`config.mk`:
```
export PLATFORM = sky130hd
export DESIGN_NAME = dram_arbiter_flat
export DESIGN_NICKNAME = d
export VERILOG_FILES = /design/src/rtl/dram_arbiter_if.sv /design/src/rtl/dram_arbiter.sv /design/src/flat_wrapper.sv
export SDC_FILE = /design/constraint.sdc
export NUM_CORES = 1
export LEC_CHECK = 0
export ABC_AREA = 0
export BUFFER_PORTS_ARGS = -buffer_cell sky130_fd_sc_hd__buf_2
export CAP_MARGIN = 20
export CORE_AREA = 2 2 207 209
export CTS_CLUSTER_DIAMETER = 120
export DETAILED_ROUTE_END_ITERATION = 10
export DIE_AREA = 0 0 209 211
export GPL_TIMING_DRIVEN = 0
export PLACE_DENSITY_LB_ADDON = 0.05
export SYNTH_ARGS = -nofsm -noshare
export SYNTH_HDL_FRONTEND = slang
export SYNTH_SLANG_ARGS = --single-unit
```
`constraint.sdc`:
```
create_clock -name clk -period 4.45 [get_ports clk]
set_clock_uncertainty 0.15 [all_clocks]
set_input_delay 0 -clock clk [delete_from_list [all_inputs] [get_ports clk]]
set_output_delay 0 -clock clk [all_outputs]
set_load 0.005 [all_outputs]
```
`src/rtl/dram_arbiter_if.sv`:
```
// Bus bundle between the I/D requesters, the arbiter and the SRAM controller.
// slave = arbiter side, master = requesters plus controller side.
interface dram_arbiter_if;
  logic        i_req;
  logic [2:0]  i_rd_ctrl;
  logic [63:0] i_addr;
  logic        i_gnt;
  logic        i_done;
  logic [63:0] i_rdata;

  logic        d_req;
  logic [2:0]  d_rd_ctrl;
  logic [2:0]  d_wr_ctrl;
  logic [63:0] d_addr;
  logic [63:0] d_wdata;
  logic        d_gnt;
  logic        d_done;
  logic [63:0] d_rdata;

  logic        err;
  logic        busy;
  logic        owner;

  logic [2:0]  ctl_rd_ctrl;
  logic [2:0]  ctl_wr_ctrl;
  logic [63:0] ctl_addr;
  logic [63:0] ctl_din;
  logic [63:0] ctl_dout;
  logic [1:0]  ctl_state;

  modport slave (
    input  i_req, i_rd_ctrl, i_addr,
    output i_gnt, i_done, i_rdata,
    input  d_req, d_rd_ctrl, d_wr_ctrl,
    input  d_addr, d_wdata,
    output d_gnt, d_done, d_rdata,
    output err, busy, owner,
    output ctl_rd_ctrl, ctl_wr_ctrl,
    output ctl_addr, ctl_din,
    input  ctl_dout, ctl_state
  );

  modport master (
    output i_req, i_rd_ctrl, i_addr,
    input  i_gnt, i_done, i_rdata,
    output d_req, d_rd_ctrl, d_wr_ctrl,
    output d_addr, d_wdata,
    input  d_gnt, d_done, d_rdata,
    input  err, busy, owner,
    input  ctl_rd_ctrl, ctl_wr_ctrl,
    input  ctl_addr, ctl_din,
    output ctl_dout, ctl_state
  );
endinterface

```
`src/rtl/dram_arbiter.sv`:
```
// Arbitrates I-fetch and D-mem ports onto one SRAM controller.
// D has priority with a starvation bound on I; a watchdog aborts hung accesses.
module dram_arbiter #(
  parameter int STARVE_MAX = 4,
  parameter int TIMEOUT    = 32
) (
  input logic            clk,
  input logic            rst_n,
  dram_arbiter_if.slave  bus
);

  localparam int SW = $clog2(STARVE_MAX + 1);
  localparam int WW = $clog2(TIMEOUT + 1);
  localparam logic [SW-1:0] S_MAX   = SW'(STARVE_MAX);
  localparam logic [WW-1:0] WD_LAST = WW'(TIMEOUT - 1);

  typedef enum logic [1:0] {
    IDLE,
    ISSUE,
    WAIT,
    DONE
  } state_t;

  state_t state_q, state_d;

  logic          owner_q;
  logic [2:0]    rd_q;
  logic [2:0]    wr_q;
  logic [63:0]   addr_q;
  logic [63:0]   din_q;
  logic [SW-1:0] starve_q;
  logic [WW-1:0] wd_q;
  logic          err_q;
  logic [63:0]   i_rdata_q;
  logic [63:0]   d_rdata_q;

  logic       idle;
  logic       d_win;
  logic       gnt_d;
  logic       gnt_i;
  logic       gnt_any;
  logic [2:0] req_rd;
  logic [2:0] req_wr;
  logic       req_noop;
  logic       ctl_busy;
  logic       in_acc;
  logic       wd_last;
  logic       abort;
  logic       cap;

  assign idle  = (state_q == IDLE);
  assign d_win = bus.d_req &&
                 (!bus.i_req || starve_q < S_MAX);
  // Gating with rst_n keeps gnt at 0 while reset is held.
  assign gnt_d   = rst_n && idle && d_win;
  assign gnt_i   = rst_n && idle && !d_win
                   && bus.i_req;
  assign gnt_any = gnt_d || gnt_i;

  assign req_wr = gnt_d ? bus.d_wr_ctrl : 3'd0;
  assign req_rd = gnt_d ?
                  ((bus.d_wr_ctrl != 3'd0) ?
                   3'd0 : bus.d_rd_ctrl) :
                  bus.i_rd_ctrl;
  assign req_noop = (req_rd == 3'd0) &&
                    (req_wr == 3'd0);

  assign ctl_busy = (bus.ctl_state != 2'b00);
  assign in_acc   = (state_q == ISSUE) ||
                    (state_q == WAIT);
  assign wd_last  = (wd_q == WD_LAST);
  // A WAIT that completes on its last budget cycle is a normal finish.
  assign abort = wd_last &&
                 ((state_q == ISSUE) ||
                  ((state_q == WAIT) && ctl_busy));
  assign cap   = (state_q == WAIT) && !ctl_busy;

  always_comb begin
    state_d = state_q;
    unique case (state_q)
      IDLE: begin
        if (gnt_any)
          state_d = req_noop ? DONE : ISSUE;
      end
      ISSUE: begin
        if (abort)
          state_d = DONE;
        else if (ctl_busy)
          state_d = WAIT;
      end
      WAIT: begin
        if (cap || abort)
          state_d = DONE;
      end
      DONE: begin
        state_d = IDLE;
      end
    endcase
  end

  always_ff @(posedge clk or negedge rst_n) begin
    if (!rst_n) begin
      state_q   <= IDLE;
      owner_q   <= 1'b0;
      rd_q      <= '0;
      wr_q      <= '0;
      addr_q    <= '0;
      din_q     <= '0;
      starve_q  <= '0;
      wd_q      <= '0;
      err_q     <= 1'b0;
      i_rdata_q <= '0;
      d_rdata_q <= '0;
    end else begin
      state_q <= state_d;
      err_q   <= abort;

      if (gnt_any) begin
        owner_q <= gnt_d;
        rd_q    <= req_rd;
        wr_q    <= req_wr;
        addr_q  <= gnt_d ? bus.d_addr : bus.i_addr;
        din_q   <= gnt_d ? bus.d_wdata : '0;
      end

      if (gnt_any && !req_noop)
        wd_q <= '0;
      else if (in_acc)
        wd_q <= wd_q + WW'(1);

      if (idle) begin
        if (gnt_i)
          starve_q <= '0;
        else if (gnt_d && bus.i_req) begin
          if (starve_q != S_MAX)
            starve_q <= starve_q + SW'(1);
        end else if (!bus.i_req)
          starve_q <= '0;
      end

      if (gnt_any && req_noop) begin
        if (gnt_d) d_rdata_q <= '0;
        else       i_rdata_q <= '0;
      end else if (abort) begin
        if (owner_q) d_rdata_q <= '0;
        else         i_rdata_q <= '0;
      end else if (cap) begin
        if (owner_q)
          d_rdata_q <= (rd_q != 3'd0) ?
                       bus.ctl_dout : '0;
        else
          i_rdata_q <= (rd_q != 3'd0) ?
                       bus.ctl_dout : '0;
      end
    end
  end

  assign bus.i_gnt   = gnt_i;
  assign bus.d_gnt   = gnt_d;
  assign bus.i_done  = (state_q == DONE) && !owner_q;
  assign bus.d_done  = (state_q == DONE) && owner_q;
  assign bus.i_rdata = i_rdata_q;
  assign bus.d_rdata = d_rdata_q;
  assign bus.err     = (state_q == DONE) && err_q;
  assign bus.busy    = !idle;
  assign bus.owner   = owner_q;

  assign bus.ctl_rd_ctrl =
    ((state_q == ISSUE) && !abort) ? rd_q : 3'd0;
  assign bus.ctl_wr_ctrl =
    ((state_q == ISSUE) && !abort) ? wr_q : 3'd0;
  assign bus.ctl_addr = addr_q;
  assign bus.ctl_din  = din_q;

endmodule

```
`src/flat_wrapper.sv`:
```
// flat-port wrapper written by rule: the top's interface ports become plain ports
module dram_arbiter_flat 
#(
  parameter int STARVE_MAX = 4,
  parameter int TIMEOUT    = 32
)
  (clk, rst_n, bus_i_req, bus_i_rd_ctrl, bus_i_addr, bus_i_gnt, bus_i_done, bus_i_rdata, bus_d_req, bus_d_rd_ctrl, bus_d_wr_ctrl, bus_d_addr, bus_d_wdata, bus_d_gnt, bus_d_done, bus_d_rdata, bus_err, bus_busy, bus_owner, bus_ctl_rd_ctrl, bus_ctl_wr_ctrl, bus_ctl_addr, bus_ctl_din, bus_ctl_dout, bus_ctl_state);
  dram_arbiter_if bus_i ();
  input logic clk;
  input logic rst_n;
  input wire logic [$bits(bus_i.i_req)-1:0] bus_i_req;
  input wire logic [$bits(bus_i.i_rd_ctrl)-1:0] bus_i_rd_ctrl;
  input wire logic [$bits(bus_i.i_addr)-1:0] bus_i_addr;
  output wire logic [$bits(bus_i.i_gnt)-1:0] bus_i_gnt;
  output wire logic [$bits(bus_i.i_done)-1:0] bus_i_done;
  output wire logic [$bits(bus_i.i_rdata)-1:0] bus_i_rdata;
  input wire logic [$bits(bus_i.d_req)-1:0] bus_d_req;
  input wire logic [$bits(bus_i.d_rd_ctrl)-1:0] bus_d_rd_ctrl;
  input wire logic [$bits(bus_i.d_wr_ctrl)-1:0] bus_d_wr_ctrl;
  input wire logic [$bits(bus_i.d_addr)-1:0] bus_d_addr;
  input wire logic [$bits(bus_i.d_wdata)-1:0] bus_d_wdata;
  output wire logic [$bits(bus_i.d_gnt)-1:0] bus_d_gnt;
  output wire logic [$bits(bus_i.d_done)-1:0] bus_d_done;
  output wire logic [$bits(bus_i.d_rdata)-1:0] bus_d_rdata;
  output wire logic [$bits(bus_i.err)-1:0] bus_err;
  output wire logic [$bits(bus_i.busy)-1:0] bus_busy;
  output wire logic [$bits(bus_i.owner)-1:0] bus_owner;
  output wire logic [$bits(bus_i.ctl_rd_ctrl)-1:0] bus_ctl_rd_ctrl;
  output wire logic [$bits(bus_i.ctl_wr_ctrl)-1:0] bus_ctl_wr_ctrl;
  output wire logic [$bits(bus_i.ctl_addr)-1:0] bus_ctl_addr;
  output wire logic [$bits(bus_i.ctl_din)-1:0] bus_ctl_din;
  input wire logic [$bits(bus_i.ctl_dout)-1:0] bus_ctl_dout;
  input wire logic [$bits(bus_i.ctl_state)-1:0] bus_ctl_state;
  assign bus_i.i_req = bus_i_req;
  assign bus_i.i_rd_ctrl = bus_i_rd_ctrl;
  assign bus_i.i_addr = bus_i_addr;
  assign bus_i_gnt = bus_i.i_gnt;
  assign bus_i_done = bus_i.i_done;
  assign bus_i_rdata = bus_i.i_rdata;
  assign bus_i.d_req = bus_d_req;
  assign bus_i.d_rd_ctrl = bus_d_rd_ctrl;
  assign bus_i.d_wr_ctrl = bus_d_wr_ctrl;
  assign bus_i.d_addr = bus_d_addr;
  assign bus_i.d_wdata = bus_d_wdata;
  assign bus_d_gnt = bus_i.d_gnt;
  assign bus_d_done = bus_i.d_done;
  assign bus_d_rdata = bus_i.d_rdata;
  assign bus_err = bus_i.err;
  assign bus_busy = bus_i.busy;
  assign bus_owner = bus_i.owner;
  assign bus_ctl_rd_ctrl = bus_i.ctl_rd_ctrl;
  assign bus_ctl_wr_ctrl = bus_i.ctl_wr_ctrl;
  assign bus_ctl_addr = bus_i.ctl_addr;
  assign bus_ctl_din = bus_i.ctl_din;
  assign bus_i.ctl_dout = bus_ctl_dout;
  assign bus_i.ctl_state = bus_ctl_state;
  dram_arbiter #(.STARVE_MAX(STARVE_MAX), .TIMEOUT(TIMEOUT)) u_core (.clk(clk), .rst_n(rst_n), .bus(bus_i));
endmodule
```
==> results by group <==
Finish
  • Nets: just under 2,000
  • Layout cells sized above 1: between 30% and 40%
  • Area growth, synth to finish: 66.06%
  • Non-Filler Instances: approximately 2,300

Power
  • Leak Pwr: 9.417 nW
  • VDD IR max: roughly 0.3 mV
  • Power, Total: approximately 11 mW
  • Power Dens Cells: 596.6 mW/mm²

Logic synthesis
  • Sequential element share of the synthesized area: 62.64%
  • Distinct cells, synth: 45
  • Ys flop type: dfrtp_1
  • Synth warn: 0
  • Post-synth ARST share: between 90% and 100%
  • Top cells by area, synth: dfrtp_1, a32o_1, a22o_1, mux2i_1, o21ai_0
  • Synth top area share: a little over three fifths
  • Cell accounting for the most synthesized area: dfrtp_1
  • Post-Syn Area: 0.01099 mm²
  • Synth Net Count: between 1,000 and 1,500
  • Number of flops mapped to enable cells by yosys: 0
  • Cells after Synth: about 840
  • Number of synthesized register bits: 275
  • Mean post-synth cell area: about 13 µm²

Critical path
  • Slowest CP cell: dlygate4sd3_1
  • Data arrival time of the critical path: ~4100 ps
  • RR Startpoint: u_core.state_q[0]
  • Family with the most delay on the worst path: buffers and inverters
  • Crit. Startpoint: rst_n
  • Crit. End Element: flip-flop
  • R2R Path End: u_core.bus.ctl_addr[17]
  • WP data required: 4760 ps
  • Critical path, cell by cell: dlygate4sd3_1 > dlygate4sd3_1 > buf_8 > buf_16 > and2_4 > nand2_2 > inv_2 > clkbuf_1 > buf_2 > buf_2 > nand2_1 > o21ai_0 > dlygate4sd3_1
  • Flop2flop setup slack: around 1000 ps
  • Cells on worst reg2reg path: 11
  • Critical Path Start Type: input pin
  • Critical Path Max Stage Delay: roughly 590 ps
  • Critical path buffers and inverters: 9
  • Crit Path Max Fanout: 104
  • CP endpoint: u_core.bus.ctl_addr[17]
  • Crit-path most repeated cell: dlygate4sd3_1
  • WS Path Type: in -> reg
  • Levels on crit path: 13

CTS
  • Root buffer cell: clkbuf_16
  • CTS H-tree lvls: 2
  • Clock Latency Late Sink: around 540 ps
  • Gates resized, CTS repair: 0
  • Maximum buffer depth of the clock tree: 3
  • CTS tree: done
  • Clock Pin Slew Worst Setup and Hold Paths: ~60 ps
  • CTS Buf Count: 35
  • CTS Sinks: about 280
  • Buffer count from post-CTS setup fixing: 0

STA
  • RSZ-0062 raised after global routing: false
  • Final Max Slew Viols: 0
  • Period minus WS final: about 3800 ps
  • Worst Max-Slew Pin Slew: between 800 and 900 ps
  • Final Hold Viols: 0
  • Final setup viols: 0
  • Setup ws final: between 600 and 700 ps
  • Max Clock Freq: around 0.26 GHz
  • Max transition margin: between 40% and 50%
  • Final period util: around 86%

Hold path
  • Worst Hold Class: in -> reg
  • Hold path start: bus_d_wdata[50]

Global route
  • All-Layer GR Usage: between 10% and 20%
  • Initial antenna violation count: 4
  • First-pass GRT wire length: 67.40 mm
  • Vias in the first global route: 11,420
  • Remaining Overflow, GRT: 0
  • Largest net degree at the start of global routing: around 110

Job
  • Max-cap violation count: 0

Placed design
  • Port Buffers: roughly 540
  • DPL Wire Length: 31.98 mm
  • Cells after DPL: 1,921
  • Post-Place Setup Slack: about 1200 ps
  • Gpl congestion: approximately 0.81

Detailed routing
  • Total Routed Length: between 40 and 50 mm
  • Number of remaining DRC errors: 0
  • Mean routed wirelength per cell: between 15 and 20 µm
  • Routed vias: 10,610
  • Pre-antenna DRT Iters: 5
  • Via density: 4.709
  • ANT nets after route: 0
  • DRT iter0 DRCs: approximately 600

Floorplan
  • Core region area: around 0.042 mm²
  • Die Height: 211 µm
  • Die ar.: 0.04410 mm²
  • Site Rows: 75
  • Die X: between 200 and 250 µm
  • Initial core utilization: about a quarter
  • I/O pins: 540

Run status
  • Outcome: complete, no violations
==> power breakdown <==
part / internal, mW / total [mW] / switching, mW
registers: 3.55 / 4.14 / 0.589
logic: 2.11 / 4.05 / 1.95
clock network: 1.59 / 2.69 / 1.10
total: 7.25 / 10.9 / 3.64
==> through the flow <==
stage / hold slack, ps / utilization [%] / setup TNS, ps / area, µm²
after CTS: 31.18 / 43.68 / 0 / 18240
final: 73.02 / 43.69 / 0 / 18250
after detailed placement: -154.6 / 34.54 / 0 / 14420
after floorplan: -445.6 / - / 0 / 10990
after global placement: 54.27 / 34.39 / -1537180 / 14360
after global routing: 54.73 / 43.69 / 0 / 18250
==> state kept, by name, indices dropped and copies added, names as in the netlist <==
signal,count
u_core.bus.ctl_addr,64
u_core.bus.ctl_din,64
u_core.bus.d_rdata,64
u_core.bus.i_rdata,64
u_core.wd_q,6
u_core.rd_q,3
u_core.starve_q,3
u_core.wr_q,3
u_core.state_q,2
u_core.bus.owner,1
u_core.err_q,1
==> cell type report <==
class	instances	area, µm²
Fill cell	4074	23510
Sequential cell	275	6882
Timing Repair Buffer	815	5523
Multi-Input combinational cell	479	3660
Clock buffer	51	985.9
Tap cell	539	674.4
Buffer	76	404.1
Clock inverter	6	70.07
Inverter	11	41.29
Antenna cell	2	5.005
==> Yosys cell counts, types with 2 or more instances <==
cell type  count
dfrtp_1      275
and2_1        10
buf_2         23
a21oi_1        4
nor2_1        48
buf_1          3
xnor2_1        2
a32o_1       128
mux2_2         2
a31o_2         3
inv_2          2
a22o_1        69
nand2_1       57
ha_1           8
mux2i_1       40
o22ai_1       25
nand4_1        2
nor2b_1        2
buf_6         12
nor3_1         2
o21ai_2        2
inv_1          9
a31oi_1        2
xor2_1         3
nor3_4         3
clkbuf_1      38
o21ai_0       48
and3_1         2
==> kinds of logic after synthesis <==
| family | count (synthesis) | share of synthesized area, % |
|---|---|---|
| muxes | 42 | 3.849 |
| DFF | 275 | 62.64 |
| and+or+nand+nor | 133 | 5.614 |
| AOI/OAI and AO/OA | 291 | 22.54 |
| buffers and inverters | 87 | 4.054 |
| xor gates and xnor gates | 5 | 0.3987 |
| adders and majority gates | 8 | 0.9111 |
==> how the worst min path moves through the flow <==
| stage | cells after the start | slack [ps] | end |
|---|---|---|---|
| 2_1_floorplan | 0 | -450 | u_core.bus.ctl_addr[0] |
| 3_3_place_gp | 3 | 50 | u_core.bus.ctl_addr[1] |
| 3_5_place_dp | 1 | -150 | u_core.bus.ctl_addr[28] |
| 4_1_cts | 3 | 30 | u_core.bus.ctl_din[50] |
| 5_1_grt | 3 | 50 | u_core.bus.ctl_din[16] |
| 6_report | 3 | 70 | u_core.bus.ctl_din[50] |
==> tightest hold or removal path, delay by kind of cell <==
family                 cells  cell delay [ps]
buffers and inverters      2              610
AO/OA/AOI/OAI              1              110
==> timing repair <==
item	CTS	global route
endpoints found under the setup margin	0	0
hold buffers	274	0
endpoints found under the hold margin	544	0
==> placed cells by master, fill, tap and decap left out, types with 3 or more instances in the layout <==
cell type	n
nor3_4	3
clkbuf_16	35
clkbuf_1	49
inv_6	3
dfrtp_1	275
buf_2	561
ha_1	8
and2_1	10
nor2_1	48
inv_1	9
xor2_1	3
nand2_1	57
buf_16	3
a21oi_1	4
buf_1	3
dlygate4sd3_1	273
a22o_1	69
o21ai_0	48
a32o_1	128
o22ai_1	25
buf_6	12
clkbuf_8	5
mux2i_1	40
a31o_2	3
==> per-layer routing <==
| layer | vias to the layer above | track usage, % | wire length [µm] |
|---|---|---|---|
| met2 | 387 | 33.43 | 21710 |
| met1 | 5210 | 23.80 | 18080 |
| li1 | 4928 | - | - |
| met5 | - | 0 | 19 |
| met4 | 4 | 8.128 | 1433 |
| met3 | 84 | 5.531 | 3110 |
Note: power is estimated with default switching activity, not from simulation.
